File: src/rtl/hazard_pkg.sv
// Shared types and constants for the pipeline hazard controller.
package hazard_pkg;

  localparam int unsigned REGBITS_DEFAULT = 5;
  localparam int unsigned PERF_W          = 32;

  typedef enum logic [1:0] {
    RUN,
    FLUSH,
    HALTED
  } hz_state_t;

  typedef logic [REGBITS_DEFAULT-1:0] regbits_t;

endpackage

File: src/rtl/load_use_detect.sv
// Load-use hazard detector: flags an ID-stage read of the register a load in EX
// is about to write. Register $0 is hardwired, so it never creates a hazard.
module load_use_detect #(
  parameter int unsigned REGBITS = 5
) (
  input  logic [REGBITS-1:0] ifid_rs_i,
  input  logic [REGBITS-1:0] ifid_rt_i,
  input  logic               ifid_uses_rt_i,
  input  logic [REGBITS-1:0] idex_wsel_i,
  input  logic               idex_dren_i,
  output logic               lu_stall_o
);

  logic rs_match;
  logic rt_match;

  // Compare the pending load destination against both ID-stage sources.
  always_comb begin
    rs_match   = (idex_wsel_i == ifid_rs_i);
    rt_match   = ifid_uses_rt_i && (idex_wsel_i == ifid_rt_i);
    lu_stall_o = idex_dren_i && (idex_wsel_i != '0) && (rs_match || rt_match);
  end

endmodule

File: src/rtl/hazard_controller.sv
// Stall/flush sequencer for the 5-stage pipeline: load-use, memory wait,
// control redirect and the halt/dcache-writeback sequence.
// Optional performance counters are built when HAZARD_PERF_EN is defined.
module hazard_controller
  import hazard_pkg::*;
#(
  parameter int unsigned REGBITS = 5
`ifdef HAZARD_PERF_EN
  , parameter int unsigned PERF_W = hazard_pkg::PERF_W
`endif
) (
  input  logic               CLK,
  input  logic               RST,
  input  logic               ihit,
  input  logic               dhit,
  input  logic               exmem_dREN,
  input  logic               exmem_dWEN,
  input  logic               idex_dREN,
  input  logic [REGBITS-1:0] idex_wsel,
  input  logic [REGBITS-1:0] ifid_rs,
  input  logic [REGBITS-1:0] ifid_rt,
  input  logic               ifid_uses_rt,
  input  logic               idex_taken,
  input  logic               memwb_halt,
  input  logic               flush_done,
  output logic               pc_en,
  output logic               ifid_en,
  output logic               idex_en,
  output logic               exmem_en,
  output logic               memwb_en,
  output logic               ifid_flush,
  output logic               idex_flush,
  output logic               exmem_flush,
  output logic               flush_req,
  output logic               halt
`ifdef HAZARD_PERF_EN
  , output logic [PERF_W-1:0] stall_cycles
  , output logic [PERF_W-1:0] bubble_count
  , output logic [PERF_W-1:0] redirect_count
`endif
);

  hz_state_t state_q, state_d;
  logic      halt_q, halt_d;
  logic      flush_req_q, flush_req_d;
  logic      lu_stall;
  logic      dmem_wait;

  load_use_detect #(
    .REGBITS(REGBITS)
  ) u_load_use_detect (
    .ifid_rs_i      (ifid_rs),
    .ifid_rt_i      (ifid_rt),
    .ifid_uses_rt_i (ifid_uses_rt),
    .idex_wsel_i    (idex_wsel),
    .idex_dren_i    (idex_dREN),
    .lu_stall_o     (lu_stall)
  );

  assign dmem_wait = (exmem_dREN || exmem_dWEN) && !dhit;

  // State and registered status outputs.
  always_ff @(posedge CLK) begin
    if (RST) begin
      state_q     <= RUN;
      halt_q      <= 1'b0;
      flush_req_q <= 1'b0;
    end else begin
      state_q     <= state_d;
      halt_q      <= halt_d;
      flush_req_q <= flush_req_d;
    end
  end

  // Next state plus combinational enables/flushes, evaluated in hazard priority order.
  always_comb begin
    state_d     = state_q;
    pc_en       = 1'b0;
    ifid_en     = 1'b0;
    idex_en     = 1'b0;
    exmem_en    = 1'b0;
    memwb_en    = 1'b0;
    ifid_flush  = 1'b0;
    idex_flush  = 1'b0;
    exmem_flush = 1'b0;
    if (RST) begin
      state_d     = RUN;
      ifid_flush  = 1'b1;
      idex_flush  = 1'b1;
      exmem_flush = 1'b1;
    end else begin
      unique case (state_q)
        RUN: begin
          if (memwb_halt) begin
            state_d     = FLUSH;
            ifid_flush  = 1'b1;
            idex_flush  = 1'b1;
            exmem_flush = 1'b1;
          end else if (dmem_wait) begin
            // whole pipe frozen: defaults already hold every latch
          end else if (idex_taken && ihit) begin
            pc_en      = 1'b1;
            ifid_flush = 1'b1;
            idex_flush = 1'b1;
            exmem_en   = 1'b1;
            memwb_en   = 1'b1;
          end else if (idex_taken) begin
            // keep the branch in EX so its target is re-presented once fetch hits
            ifid_flush  = 1'b1;
            exmem_flush = 1'b1;
            memwb_en    = 1'b1;
          end else if (lu_stall) begin
            idex_flush = 1'b1;
            exmem_en   = 1'b1;
            memwb_en   = 1'b1;
          end else if (!ihit) begin
            ifid_flush = 1'b1;
            idex_en    = 1'b1;
            exmem_en   = 1'b1;
            memwb_en   = 1'b1;
          end else begin
            pc_en    = 1'b1;
            ifid_en  = 1'b1;
            idex_en  = 1'b1;
            exmem_en = 1'b1;
            memwb_en = 1'b1;
          end
        end
        FLUSH: begin
          if (flush_done) begin
            state_d = HALTED;
          end
        end
        HALTED: begin
        end
        default: state_d = RUN;
      endcase
    end
    flush_req_d = (state_d == FLUSH);
    halt_d      = (state_d == HALTED);
  end

  assign flush_req = flush_req_q;
  assign halt      = halt_q;

`ifdef HAZARD_PERF_EN
  logic run_active;
  logic stall_inc;
  logic bubble_inc;
  logic redirect_inc;
  logic [PERF_W-1:0] stall_q, bubble_q, redirect_q;

  assign run_active   = !RST && (state_q == RUN);
  assign stall_inc    = run_active && !pc_en;
  assign bubble_inc   = run_active && !memwb_halt && !dmem_wait && !idex_taken && lu_stall;
  assign redirect_inc = run_active && !memwb_halt && !dmem_wait && idex_taken && ihit;

  // Saturating event counters; they only move in RUN, so they freeze once halted.
  always_ff @(posedge CLK) begin
    if (RST) begin
      stall_q    <= '0;
      bubble_q   <= '0;
      redirect_q <= '0;
    end else begin
      if (stall_inc && (stall_q != '1)) begin
        stall_q <= stall_q + 1'b1;
      end
      if (bubble_inc && (bubble_q != '1)) begin
        bubble_q <= bubble_q + 1'b1;
      end
      if (redirect_inc && (redirect_q != '1)) begin
        redirect_q <= redirect_q + 1'b1;
      end
    end
  end

  assign stall_cycles   = stall_q;
  assign bubble_count   = bubble_q;
  assign redirect_count = redirect_q;
`endif

endmodule

File: config.mk
export PLATFORM = sky130hd
export DESIGN_NAME = hazard_controller
export DESIGN_NICKNAME = d
export VERILOG_FILES = /design/src/rtl/hazard_pkg.sv /design/src/rtl/load_use_detect.sv /design/src/rtl/hazard_controller.sv
export SDC_FILE = /design/constraint.sdc
export NUM_CORES = 1
export LEC_CHECK = 0
export ABC_AREA = 0
export BUFFER_PORTS_ARGS = -buffer_cell sky130_fd_sc_hd__buf_2
export CAP_MARGIN = 20
export CORE_AREA = 4 4 41 43
export DETAILED_ROUTE_END_ITERATION = 16
export DIE_AREA = 0 0 45 47
export GPL_TIMING_DRIVEN = 0
export MAX_ROUTING_LAYER = met4
export PLACE_DENSITY = 0.68
export SLEW_MARGIN = 25
export SYNTH_ARGS = -nofsm -noshare
export SYNTH_HDL_FRONTEND = slang
export SYNTH_SLANG_ARGS = --single-unit
File: constraint.sdc
create_clock -name CLK -period 1.8 [get_ports CLK]
set_input_delay 0.18 -clock CLK [delete_from_list [all_inputs] [get_ports CLK]]
set_output_delay 0.18 -clock CLK [all_outputs]
set_load 0.05 [all_outputs]
# Yosys cells after proc, flatten, opt, wreduce, memory -nomap -nowiden
# Cells that the tools add are included.
# op_classes
reduce_logical	10
muxes	55
eq_ne	6
# op_table
op	n
1-bit 2-to-1 mux	51
5-bit equality test	2
2-bit 2-to-1 mux	3
2-bit one-hot mux with 3 select lines	1
1-bit logical AND	5
5-bit nonzero test	1
2-bit by 1-bit equality test with 1-bit output, second input constant	2
2-bit equality test, second input constant	2
2-bit zero test	1
1-bit logical OR	2
1-bit zero test	1
# word_totals
register_bits	4
wordCells	74
output_inout_bits	10

# Logic depth before layout (Yosys ltp)
# logic_depth
depth_word	11
depth_mapped	6
ltp_nobuf	6

# Modules after synthesis
# From an unflattened synthesis, not the netlist that was laid out.
# unflattened
hier_cells	51
area_unflattened_um2	396.6
# modules_own_cells
mod	cells_per_inst	n_inst	area_each_um2
hazard_controller	34	1	264.0
load_use_detect	17	1	132.6

# Worst setup path before layout
# OpenSTA, ideal clock, no wires.
# synth_timing
path_type	input port to output port
start	input port idex_wsel[1]
end	output port idex_en
arrival_ns	2.036
t_required_ns	1.620
n_path_buf	0
path_stages	4
slack_ns	-0.416
path_cell_list	or4_1 > o21ai_2 > nor2b_2 > nor3_1
# synth_between
elab_chain_cells	11
# synth_rtl
item	line_no	source
start: declaration	hazard_controller.sv:19	input logic [REGBITS-1:0] idex_wsel,
5-bit equality test	load_use_detect.sv:20	rt_match = ifid_uses_rt_i && (idex_wsel_i == ifid_rt_i);
1-bit logical AND	load_use_detect.sv:20	
1-bit logical OR	load_use_detect.sv:21	lu_stall_o = idex_dren_i && (idex_wsel_i != '0) && (rs_match || rt_match);
1-bit logical AND *	load_use_detect.sv:21	
1-bit 2-to-1 mux *	hazard_controller.sv:112	end else if (lu_stall) begin
1-bit 2-to-1 mux *	hazard_controller.sv:107	end else if (idex_taken) begin
1-bit 2-to-1 mux *	hazard_controller.sv:101	end else if (idex_taken && ihit) begin
1-bit 2-to-1 mux *	hazard_controller.sv:99	end else if (dmem_wait) begin
1-bit 2-to-1 mux *	hazard_controller.sv:94	if (memwb_halt) begin
1-bit 2-to-1 mux *	hazard_controller.sv:92	unique case (state_q)
1-bit 2-to-1 mux *	hazard_controller.sv:86	if (RST) begin
end: declaration	hazard_controller.sv:28	output logic idex_en,
# Mark *: on every way between the ends. The rest lies on a longest branch, timed or not.

# Worst setup path after layout
# layout_timing
start	input port idex_wsel[1]
end	output port ifid_en
# layout_between
elab_chain_cells	11
# layout_rtl
item	line_no	source
5-bit equality test	load_use_detect.sv:20	
1-bit logical AND	load_use_detect.sv:20	
1-bit logical OR	load_use_detect.sv:21	
1-bit logical AND *	load_use_detect.sv:21	
1-bit 2-to-1 mux *	hazard_controller.sv:112	
1-bit 2-to-1 mux *	hazard_controller.sv:107	
1-bit 2-to-1 mux *	hazard_controller.sv:101	
1-bit 2-to-1 mux *	hazard_controller.sv:99	
1-bit 2-to-1 mux *	hazard_controller.sv:94	
1-bit 2-to-1 mux *	hazard_controller.sv:92	
1-bit 2-to-1 mux *	hazard_controller.sv:86	
end: declaration	hazard_controller.sv:27	output logic ifid_en,
# Marks and branches as above.

==> impl_metrics.env <==
export IMPL_io_pins=36
export IMPL_die_h_um=47
export IMPL_wl_per_cell_um=10.4
export IMPL_required_ps=1620
export IMPL_setup_slack_ps=32.5
export IMPL_synth_distinct_cells=19
export IMPL_grt_pass1_vias=473
export IMPL_max_freq_ghz=0.566
export IMPL_regArea_um2=80.1
export IMPL_htree_levels=1
export IMPL_intPower_uw=242
export IMPL_finalSetupViolations=0
export IMPL_place_ws_ps=-32.3
export IMPL_reg2reg_from="state_q[1]$_SDFF_PP0_"
export IMPL_finalNetCount=121
export IMPL_drc=0
export IMPL_hold_slack_ps=213
export IMPL_cp_end_kind="primary output"
export IMPL_min_from="RST"
export IMPL_io_buffers=35
export IMPL_antenna_left=0
export IMPL_synth_net_count=81
export IMPL_yosysSeqAreaShare_pct=19.8
export IMPL_grt_remaining_overflow=0
export IMPL_tightest_slew_ps=296
export IMPL_async_reset_ff_share_pct=0
export IMPL_rrSetupSlack_ps=910
export IMPL_hold_viol_final=0
export IMPL_finalInstanceArea_um2=684
export IMPL_fillers=134
export IMPL_min_path_type="primary input to flip-flop"
export IMPL_power_density_mw_per_mm2=578
export IMPL_clkPwrFrac_pct=27.9
export IMPL_avgSynthCellArea_um2=7.35
export IMPL_grt_pass1_wl_um=1680
export IMPL_synth_edff_count=0
export IMPL_whs_path_depth=2
export IMPL_cts_tree="done"
export IMPL_root_buffer="clkbuf_4"
export IMPL_synthCells=55
export IMPL_die_w_um=45
export IMPL_dp_hpwl_um=914
export IMPL_post_cts_buffers=0
export IMPL_antenna_found_initial=0
export IMPL_yosys_warnings=0
export IMPL_seq_power_share_pct=25.2
export IMPL_clock_latency_ps=230
export IMPL_postCtsHoldBufs=0
export IMPL_p_comb_share_pct=46.9
export IMPL_post_route_period_util_pct=98.2
export IMPL_place_congestion=0.759
export IMPL_die_area_mm2=0.00212
export IMPL_relSlewSlack_pct=80.2
export IMPL_post_dp_cell_area_um2=618
export IMPL_core_area_mm2=0.00130
export IMPL_vias=504
export IMPL_swShare_pct=38.8
export IMPL_hold_end="state_q[1]$_SDFF_PP0_"
export IMPL_timing_rr_end="halt$_SDFF_PP0_"
export IMPL_path_max_fanout=4
export IMPL_leakagePower_uw=0.000317
export IMPL_rows=13
export IMPL_ys_flop_type="dfxtp_1"
export IMPL_switching_power_uw=153
export IMPL_grt_use_total_pct=11.2
export IMPL_detail_route_vias_per_cell=4.67
export IMPL_synth_area_um2=404
export IMPL_areaGrowthSynthToFinish_pct=69.3
export IMPL_outcome="complete, no violations"
export IMPL_final_max_slew_viol_count=0
export IMPL_numCtsBuffers=3
export IMPL_clock_sinks=4
export IMPL_drt_pass1_iterations=4
export IMPL_synth_seq_cells=4
export IMPL_drtIter0Drc=2
export IMPL_drive_gt1_share_pct=53.8
export IMPL_multi_input_area_um2=364
export IMPL_max_cap_violations=0
export IMPL_start_util_pct=31.1
export IMPL_crit_path_start_kind="primary input"
export IMPL_routed_wl_um=1120
export IMPL_peakVddDrop_mv=0.352
export IMPL_diodes=0
export IMPL_crit_arrival_ps=1590
export IMPL_skew_ps=2.97
export IMPL_fin_crit_ps=1770
export IMPL_cts_path_max_buffers=2
export IMPL_crit_type="primary input to primary output"
export IMPL_clk_pin_slew_ps=30
export IMPL_grt_max_degree=7
export IMPL_ff2ff_path_depth=2
## layout by cell type, fill, tap and decap left out, drive strengths merged
master	netlist	layout
clkbuf	0	3
nor3	4	4
nor2	11	11
nand2	6	6
dfxtp	4	4
xnor2	10	10
nor4b	1	1
a31oi	1	1
or4	1	1
buf	0	35
o41ai	1	1
o22ai	1	1
mux2i	1	1
or2	1	1
inv	3	3
nand4	1	1
nand3	3	3
o21ai	1	1
nor2b	1	1
mux2	1	1
a21oi	3	3
## cell families (layout without fill, tap and decap cells)
family	Yosys count	count (layout)	synth area share, %
buffers and inverters	3	41	2.79
muxes	2	2	5.26
and+or+nand+nor	29	29	37.5
DFF	4	4	19.8
AOI/OAI and AO/OA	7	7	13.0
xor gates and xnor gates	10	10	21.7
## synthesized netlist by cell type (3+ instances only)
cell type,count,area [um^2]
nor3_1,4,20.0
nor2_1,11,41.3
dfxtp_1,4,80.1
nand2_1,6,22.5
a21oi_1,3,15.0
nand3_1,3,15.0
inv_1,3,11.3
xnor2_1,10,87.6
## layer usage
metal  GRT usage [%]  routed length (um)  vias to the layer above
met4            3.51                  13                        0
met5               -                   0                        -
li1                -                   -                      265
met1            10.4                 370                      206
met2            20.3                 582                       31
met3            5.36                 151                        2
## how the worst max path moves through the flow
stage	start	to
global placement	idex_wsel[1]	ifid_en
detailed placement	idex_wsel[1]	ifid_en
floorplan	idex_wsel[1]	idex_en
CTS	idex_wsel[1]	ifid_en
finish	idex_wsel[1]	ifid_en
global route	idex_wsel[1]	ifid_en
## registers in the layout, indices dropped and copies added (netlist names)
register / count
halt: 1
state_q: 2
flush_req: 1
## power by group through the flow
| stage | Combinational (uW) | Clock [uW] | Sequential (uW) |
|---|---|---|---|
| 3_5_place_dp | 175 | 0 | 100 |
| 4_1_cts | 177 | 115 | 99.0 |
| 3_3_place_gp | 172 | 0 | 100 |
| 5_1_grt | 201 | 121 | 100 |
| 2_1_floorplan | 105 | 0 | 111 |
| 6_report | 186 | 110 | 99.5 |
## per-stage QoR
stage	TNS, ps	instances	power, uW	util (%)
2_1_floorplan	-4.92	55	216	-
3_3_place_gp	-20.5	105	273	47.5
3_5_place_dp	-37.0	105	275	47.5
4_1_cts	0	108	391	49.8
5_1_grt	-21.9	108	422	52.6
6_report	0	108	395	52.6
## timing repair
action | CTS | global route
endpoints found under the setup margin | 2 | 4
gates cloned | 0 | 0
pin swaps | 0 | 1
resized for setup | 3 | 8
hold endpoints to repair | 0 | 0
## final cells by class
| class | instances | area share [%] |
|---|---|---|
| Tap cell | 15 | 2.74 |
| Multi-Input combinational cell | 48 | 53.2 |
| Timing Repair Buffer | 35 | 27.4 |
| Sequential cell | 4 | 11.7 |
| Clock buffer | 3 | 3.29 |
| Inverter | 3 | 1.65 |
## critical path: stages
cell and delay (ps):
buf_2 120, or4_4 550, o21ai_4 200, nor2b_4 90, nor4b_4 260, buf_6 190
Power figures use the tool's default switching activity.
